--- src/rtl/transport_up_pkg.sv ---
// Shared types and helpers for the PAICore upstream transport path.
package transport_up_pkg;

    typedef enum logic [2:0] {
        StIdle,
        StRecv,
        StEof,
        StWait,
        StHold
    } state_e;

    localparam int unsigned FrameCntW = 32;
    localparam logic        EofLast   = 1'b1;

    // Bits needed to hold values 0..max_val inclusive.
    function automatic int unsigned cnt_width(input int unsigned max_val);
        return (max_val < 1) ? 1 : $clog2(max_val + 1);
    endfunction

endpackage

--- src/rtl/sync_fifo_fwft.sv ---
// Synchronous first-word-fall-through FIFO; head entry is visible whenever not empty.
module sync_fifo_fwft #(
    parameter int unsigned WIDTH = 65,
    parameter int unsigned DEPTH = 16
) (
    input  logic                     clk_i,
    input  logic                     rst_ni,
    input  logic                     wr_en_i,
    input  logic [WIDTH-1:0]         wr_data_i,
    input  logic                     rd_en_i,
    output logic [WIDTH-1:0]         rd_data_o,
    output logic                     full_o,
    output logic                     empty_o,
    output logic [$clog2(DEPTH):0]   count_o
);

    localparam int unsigned AddrW = $clog2(DEPTH);
    localparam int unsigned CntW  = AddrW + 1;

    logic [WIDTH-1:0] mem_q [DEPTH];
    logic [AddrW-1:0] wr_ptr_q, rd_ptr_q;
    logic [CntW-1:0]  count_q, count_d;
    logic             do_wr, do_rd;

    assign empty_o = (count_q == '0);
    assign full_o  = (count_q == CntW'(DEPTH));
    assign count_o = count_q;

    // A pop frees the slot in the same cycle, so a full FIFO still accepts a write then.
    assign do_rd = rd_en_i & ~empty_o;
    assign do_wr = wr_en_i & (~full_o | do_rd);

    assign rd_data_o = empty_o ? '0 : mem_q[rd_ptr_q];

    always_comb begin
        count_d = count_q;
        unique case ({do_wr, do_rd})
            2'b10:   count_d = count_q + CntW'(1);
            2'b01:   count_d = count_q - CntW'(1);
            default: count_d = count_q;
        endcase
    end

    always_ff @(posedge clk_i) begin
        if (do_wr) begin
            mem_q[wr_ptr_q] <= wr_data_i;
        end
    end

    always_ff @(posedge clk_i or negedge rst_ni) begin
        if (!rst_ni) begin
            wr_ptr_q <= '0;
            rd_ptr_q <= '0;
            count_q  <= '0;
        end else begin
            if (do_wr) wr_ptr_q <= wr_ptr_q + AddrW'(1);
            if (do_rd) rd_ptr_q <= rd_ptr_q + AddrW'(1);
            count_q <= count_d;
        end
    end

endmodule

--- src/rtl/transport_up_buffered.sv ---
// PAICore -> AXI-Stream upstream path with FWFT buffering, done detection and EOF framing.
// Optional watchdog-forced EOF is built when TRANSPORT_UP_TIMEOUT_EN is defined.
module transport_up_buffered
    import transport_up_pkg::*;
#(
    parameter int unsigned DATA_W      = 64,
    parameter int unsigned FIFO_DEPTH  = 16,
    parameter int unsigned AF_MARGIN   = 2,
    parameter int unsigned DONE_CNT    = 200,
    parameter int unsigned TIMEOUT_CYC = 1000000
) (
    input  logic                 s_axis_aclk,
    input  logic                 s_axis_aresetn,
    input  logic                 i_rx_rcving,
    output logic                 o_recv_available,
    input  logic                 i_recv_valid,
    input  logic [DATA_W-1:0]    i_recv_tdata,
    input  logic                 i_recv_done,
    input  logic                 i_recv_busy,
    input  logic                 m_axis_tready,
    output logic [DATA_W-1:0]    m_axis_tdata,
    output logic                 m_axis_tvalid,
    output logic                 m_axis_tlast,
    output logic                 m_axis_hsked,
    output logic                 o_rx_done,
    output logic [FrameCntW-1:0] o_frame_cnt,
    output logic                 o_overflow,
    output logic                 o_timeout
);

    localparam int unsigned CntW  = $clog2(FIFO_DEPTH) + 1;
    localparam int unsigned DoneW = cnt_width(DONE_CNT);
    localparam logic [DATA_W:0] EofEntry = {EofLast, {DATA_W{1'b1}}};

    state_e               state_q, state_d;
    logic [DoneW-1:0]     done_cnt_q, done_cnt_d;
    logic                 avail_q, rx_done_q, overflow_q;
    logic [FrameCntW-1:0] frame_cnt_q;

    logic                 fifo_full, fifo_empty, fifo_wr;
    logic [CntW-1:0]      fifo_count, fifo_free;
    logic [DATA_W:0]      fifo_wr_data, fifo_rd_data;
    logic                 core_push, eof_push, hsked, eof_hsked;
    logic                 done_qual, done_hit, wd_hit;

    assign core_push    = i_rx_rcving & i_recv_valid & (state_q == StRecv);
    assign eof_push     = (state_q == StEof) & ~fifo_full;
    assign fifo_wr      = core_push | eof_push;
    assign fifo_wr_data = eof_push ? EofEntry : {1'b0, i_recv_tdata};
    assign fifo_free    = CntW'(FIFO_DEPTH) - fifo_count;

    sync_fifo_fwft #(
        .WIDTH (DATA_W + 1),
        .DEPTH (FIFO_DEPTH)
    ) u_fifo (
        .clk_i     (s_axis_aclk),
        .rst_ni    (s_axis_aresetn),
        .wr_en_i   (fifo_wr),
        .wr_data_i (fifo_wr_data),
        .rd_en_i   (m_axis_tready),
        .rd_data_o (fifo_rd_data),
        .full_o    (fifo_full),
        .empty_o   (fifo_empty),
        .count_o   (fifo_count)
    );

    assign m_axis_tvalid = ~fifo_empty;
    assign {m_axis_tlast, m_axis_tdata} = fifo_rd_data;
    assign hsked         = m_axis_tvalid & m_axis_tready;
    assign m_axis_hsked  = hsked;
    assign eof_hsked     = (state_q == StWait) & hsked & m_axis_tlast;

    assign done_qual = (state_q == StRecv) & i_recv_done & ~i_recv_busy & ~i_recv_valid;
    assign done_hit  = (done_cnt_q == DoneW'(DONE_CNT));

    always_comb begin
        done_cnt_d = '0;
        if (done_qual) begin
            done_cnt_d = done_hit ? done_cnt_q : done_cnt_q + DoneW'(1);
        end
    end

`ifdef TRANSPORT_UP_TIMEOUT_EN
    localparam int unsigned WdW = cnt_width(TIMEOUT_CYC);
    logic [WdW-1:0] wd_q, wd_d;
    logic           timeout_q;

    assign wd_hit = (wd_q == WdW'(TIMEOUT_CYC));

    always_comb begin
        wd_d = '0;
        if ((state_q == StRecv) && !core_push && !done_qual) begin
            wd_d = wd_hit ? wd_q : wd_q + WdW'(1);
        end
    end

    always_ff @(posedge s_axis_aclk or negedge s_axis_aresetn) begin
        if (!s_axis_aresetn) begin
            wd_q      <= '0;
            timeout_q <= 1'b0;
        end else begin
            wd_q <= wd_d;
            if ((state_q == StRecv) && i_rx_rcving && wd_hit && !done_hit) timeout_q <= 1'b1;
        end
    end

    assign o_timeout = timeout_q;
`else
    logic unused_timeout_cyc;
    assign unused_timeout_cyc = ^TIMEOUT_CYC;
    assign wd_hit    = 1'b0;
    assign o_timeout = 1'b0;
`endif

    always_comb begin
        state_d = state_q;
        unique case (state_q)
            StIdle: if (i_rx_rcving) state_d = StRecv;
            StRecv: begin
                if (!i_rx_rcving)          state_d = StIdle;
                else if (done_hit || wd_hit) state_d = StEof;
            end
            StEof:  if (!fifo_full) state_d = StWait;
            StWait: if (eof_hsked)  state_d = StHold;
            // Stay here until the window closes so a lingering done cannot frame twice.
            StHold: if (!i_rx_rcving) state_d = StIdle;
            default: state_d = StIdle;
        endcase
    end

    always_ff @(posedge s_axis_aclk or negedge s_axis_aresetn) begin
        if (!s_axis_aresetn) begin
            state_q     <= StIdle;
            done_cnt_q  <= '0;
            avail_q     <= 1'b0;
            rx_done_q   <= 1'b0;
            frame_cnt_q <= '0;
            overflow_q  <= 1'b0;
        end else begin
            state_q    <= state_d;
            done_cnt_q <= done_cnt_d;
            // Margin absorbs the one-cycle lag between this flag and the core reacting.
            avail_q    <= i_rx_rcving & (state_q == StRecv) & (fifo_free > CntW'(AF_MARGIN));
            rx_done_q  <= eof_hsked;
            if (eof_hsked) frame_cnt_q <= frame_cnt_q + FrameCntW'(1);
            if (core_push && fifo_full && !hsked) overflow_q <= 1'b1;
        end
    end

    assign o_recv_available = avail_q;
    assign o_rx_done        = rx_done_q;
    assign o_frame_cnt      = frame_cnt_q;
    assign o_overflow       = overflow_q;

endmodule
--- config.mk ---
export PLATFORM = sky130hd
export DESIGN_NAME = transport_up_buffered
export DESIGN_NICKNAME = d
export VERILOG_FILES = /design/src/rtl/transport_up_pkg.sv /design/src/rtl/sync_fifo_fwft.sv /design/src/rtl/transport_up_buffered.sv
export SDC_FILE = /design/constraint.sdc
export NUM_CORES = 1
export LEC_CHECK = 0
export CORE_MARGIN = 1.5
export CORE_UTILIZATION = 55
export DETAILED_ROUTE_END_ITERATION = 10
export PLACE_DENSITY = 0.73
export SETUP_SLACK_MARGIN = 0.05
export SYNTH_ARGS = -nofsm -noshare
export SYNTH_HDL_FRONTEND = slang
export SYNTH_HIERARCHICAL = 1
export SYNTH_SLANG_ARGS = --single-unit
--- constraint.sdc ---
create_clock -name s_axis_aclk -period 8.2 [get_ports s_axis_aclk]
set_input_delay 0.82 -clock s_axis_aclk [delete_from_list [all_inputs] [get_ports s_axis_aclk]]
set_output_delay 0.82 -clock s_axis_aclk [all_outputs]
set_load 0.02 [all_outputs]
==> out/results.txt <==
Total track usage: 23.6%
Die W: 282 um
Slowest cell delay on critical path: 0.87 ns
Placed cell area: 0.0459 sq mm
DP Worst Slack: 2.96 ns
Number of iterations in the first detailed-routing pass: 5
Post-route ant nets: 0
Port bufs: 172
Yosys top cell area share: 72.8%
Final Hold Violating Endpoints: 0
First-pass GRT wire length: 137 mm
Layout cells sized above 1: 26.0%
Total grt overflow: 0
Synth area leaders: edfxtp_1, mux4_2, dfrtp_1
Cell variety after synth: 58
Slack of the critical path: 3.03 ns
Relative slew slack: 21.5%
Max Cap Viol: 0
Ys flop type: edfxtp_1
Top Ports: 174
Crit-path slowest cell: a211oi_4
FF/Latch Area: 0.0327 sq mm
Via density: 6.17
Seq pwr share: 40.9%
Final wirelength: 91.5 mm
Routed vias: 20511
Initial antenna violation count: 1
RSZ-0062 raised after global routing: false
Vias in the first global route: 21448
Period utilization: 63.0%
Fin area: 0.0493 sq mm
EDFF count, synth: 1040
Internal power: 0.0112 W
Filler Cells Inserted: 5121
Ys async rst share: 5.37%
Buffers & Inverters on Critical Path: 2
Pwr/cell area: 325 mW/mm^2
Clock Sinks: 1099
Largest area contributor in the netlist: edfxtp_1
Syn Std Cell Area: 0.0429 sq mm
CTS tree: built
Final #Nets: 2277
Number of buffers added for setup after CTS: 0
Max FO, Critical Path: 53
Mapped Cells: 1974
Core area: 0.0773 sq mm
Die span in y: 282 um
Cell Rows: 102
Total die area: 0.0797 sq mm
Syn nets: 2059
Worst hold path class: primary input to async pin
Placer Congestion: 0.773
Clock power frac: 29.4%
Part of the power in combinational logic: 29.7%
Sw Ratio: 30.1%
CP top delay family: buffers and inverters
P_leak: 15.9 nW
Initial DRC count: 2083
CP startpoint kind: flop
Slew Limit Fails: 0
Initial Util: 55.5%
H-tree depth: 3
Area growth from synthesis to layout: 14.9%
Net Sw Power: 0.00483 W
Skew-Pair Late Insertion Delay: 0.68 ns
Seq cells post-synth: 1099
Largest net degree at the start of global routing: 99
Hold buffers post-CTS: 0
Data required time at the worst endpoint: 7.38 ns
Multi-input gate area: 0.00979 sq mm
Status: finished clean
Total CTS buffers: 108
Worst Path Arrival: 4.35 ns
Clock skew: 0.0301 ns
Drt wl/cell: 27.5 um
DPL Wire Length: 49.4 mm
Peak Freq: 193 MHz
Avg Cell Area, Syn: 21.7 sq um
CTS max path bufs: 3
Final setup vio count: 0
Worst-path cell chain: a211oi_4 > buf_4 > a22oi_2 > o21ai_1 > clkdlybuf4s50_1
Post-synthesis sequential area ratio: 76.2%
CP Class: flop to primary output
Synth warn: 6
TNS Setup: 0 ns
Peak supply drop: 0.298 mV
Clock transition at the registers of the reported paths: 0.06 ns
Final min period: 5.17 ns
Slew @ Worst Pin: 1.18 ns
Antenna Cells: 0
Clock root buffer: clkbuf_16
# DRC: 0
CTS resizes: 0
Critical path endpoint category: primary output
-- stage by stage --
stage / cells / total power [W] / utilization (%) / hold WS [ns]
2_1_floorplan: 1974 / 0.00982 / - / 0.491
3_3_place_gp: 3122 / 0.0114 / 59.3 / 0.461
3_5_place_dp: 3122 / 0.0115 / 59.3 / 0.461
4_1_cts: 3325 / 0.0162 / 63.7 / 0.326
5_1_grt: 3325 / 0.0166 / 63.7 / 0.384
6_report: 3325 / 0.0160 / 63.7 / 0.327
-- Yosys cell counts (15+ instances only) --
| cell type | count |
|---|---|
| edfxtp_1 | 1040 |
| mux4_2 | 260 |
| mux2i_1 | 68 |
| or2_2 | 65 |
| dfrtp_1 | 59 |
| buf_2 | 49 |
| o21ai_1 | 41 |
| a22oi_2 | 39 |
| nor2_1 | 39 |
| clkbuf_1 | 34 |
| xor2_1 | 24 |
| xnor2_1 | 22 |
| nand2_1 | 20 |
| nand3_1 | 19 |
| inv_1 | 18 |
| o21ai_0 | 15 |
-- power by group through the flow --
stage               Sequential, W  Combinational (W)  Clock [W]
global route              0.00658            0.00505    0.00501
detailed placement        0.00667            0.00481          0
floorplan                 0.00647            0.00335          0
CTS                       0.00656            0.00484    0.00480
global placement          0.00665            0.00477          0
finish                    0.00655            0.00477    0.00471
-- flip-flops by register name, summed over array words and instances, names as in the netlist --
name,cells
u_fifo/rd_ptr_q,4
state_q,3
o_rx_done,1
u_fifo/mem_q,1040
o_recv_available,1
u_fifo/wr_ptr_q,4
u_fifo/count_o,5
o_overflow,1
done_cnt_q,8
o_frame_cnt,32
-- cells by family after synthesis --
group	Yosys count	synth area share, %
fa+ha+maj	14	0.426
buf+inv	120	1.33
xor+xnor	46	0.939
compound gates	145	2.74
mux	333	15.4
flops	1099	76.2
simple gates	216	2.97
other cells	1	0.00874
-- cell usage in the layout, fill, tap and decap left out, types with 6 or more instances in the layout --
cell / netlist / routed
edfxtp_1: 1040 / 1040
mux4_2: 260 / 260
clkdlybuf4s50_1: 0 / 171
clkbuf_16: 0 / 110
mux2i_1: 68 / 68
or2_2: 65 / 65
dfrtp_1: 59 / 56
o21ai_1: 41 / 41
a22oi_2: 39 / 39
buf_4: 4 / 37
nor2_1: 39 / 27
clkbuf_1: 34 / 27
clkinv_1: 0 / 27
xor2_1: 24 / 24
clkinv_2: 0 / 23
xnor2_1: 22 / 22
nand3_1: 19 / 19
nand2_1: 20 / 19
inv_1: 18 / 18
o21ai_0: 15 / 15
ha_1: 13 / 13
a221o_1: 13 / 13
a22oi_1: 12 / 12
nor2_4: 0 / 12
nand4_1: 9 / 9
and3_1: 9 / 9
nor3_1: 13 / 7
nand2b_1: 6 / 6
nor3_2: 0 / 6
bufinv_16: 0 / 6
-- worst reg2reg max path, delay by kind of cell (launching register included) --
kind | cells | cell delay [ns]
AO/OA/AOI/OAI | 2 | 0.88
buffers and inverters | 4 | 1.18
flip-flops | 1 | 0.53
AND/OR/NAND/NOR | 5 | 1.83
-- area by class of cell --
type	count	share of cell area (%)
well taps	1040	2.64
flip-flops and latches	1099	66.4
clock inverters	64	1.07
inverters	18	0.137
clock buffers	139	5.85
repair buffers	210	4.09
multi-input cells	755	19.9
-- final timing paths --
path / startpoint / endpoint / slack [ns] / cells past startpoint
worst max-delay path: u_fifo/rd_ptr_q[2]$_DFFE_PN0N_ / m_axis_tdata[10] / 3.03 / 5
worst min-delay path: s_axis_aresetn / state_q[2]$_DFFE_PN0P_ / 0.33 / 2
worst max register to register: u_fifo/count_o[0]$_DFFE_PN0P_ / u_fifo/mem_q[15][1]$_DFFE_PP_ / 3.38 / 11
worst min register to register: o_frame_cnt[31]$_DFFE_PN0P_ / o_frame_cnt[31]$_DFFE_PN0P_ / 0.47 / 1
max in group asynchronous: s_axis_aresetn / u_fifo/rd_ptr_q[2]$_DFFE_PN0N_ / 7.30 / 2
min in group s_axis_aclk: o_frame_cnt[31]$_DFFE_PN0P_ / o_frame_cnt[31]$_DFFE_PN0P_ / 0.47 / 1
-- routing by layer --
layer  up-vias  part of all wire (%)  global-route usage, %
met5         -                     0                      0
met4         0                   2.0                   6.03
met3       124                   6.4                   3.87
met2       741                    51                   39.7
met1     10984                    40                   32.5
li1       8662                     -                      -
Note: power is estimated with default switching activity, not from simulation.
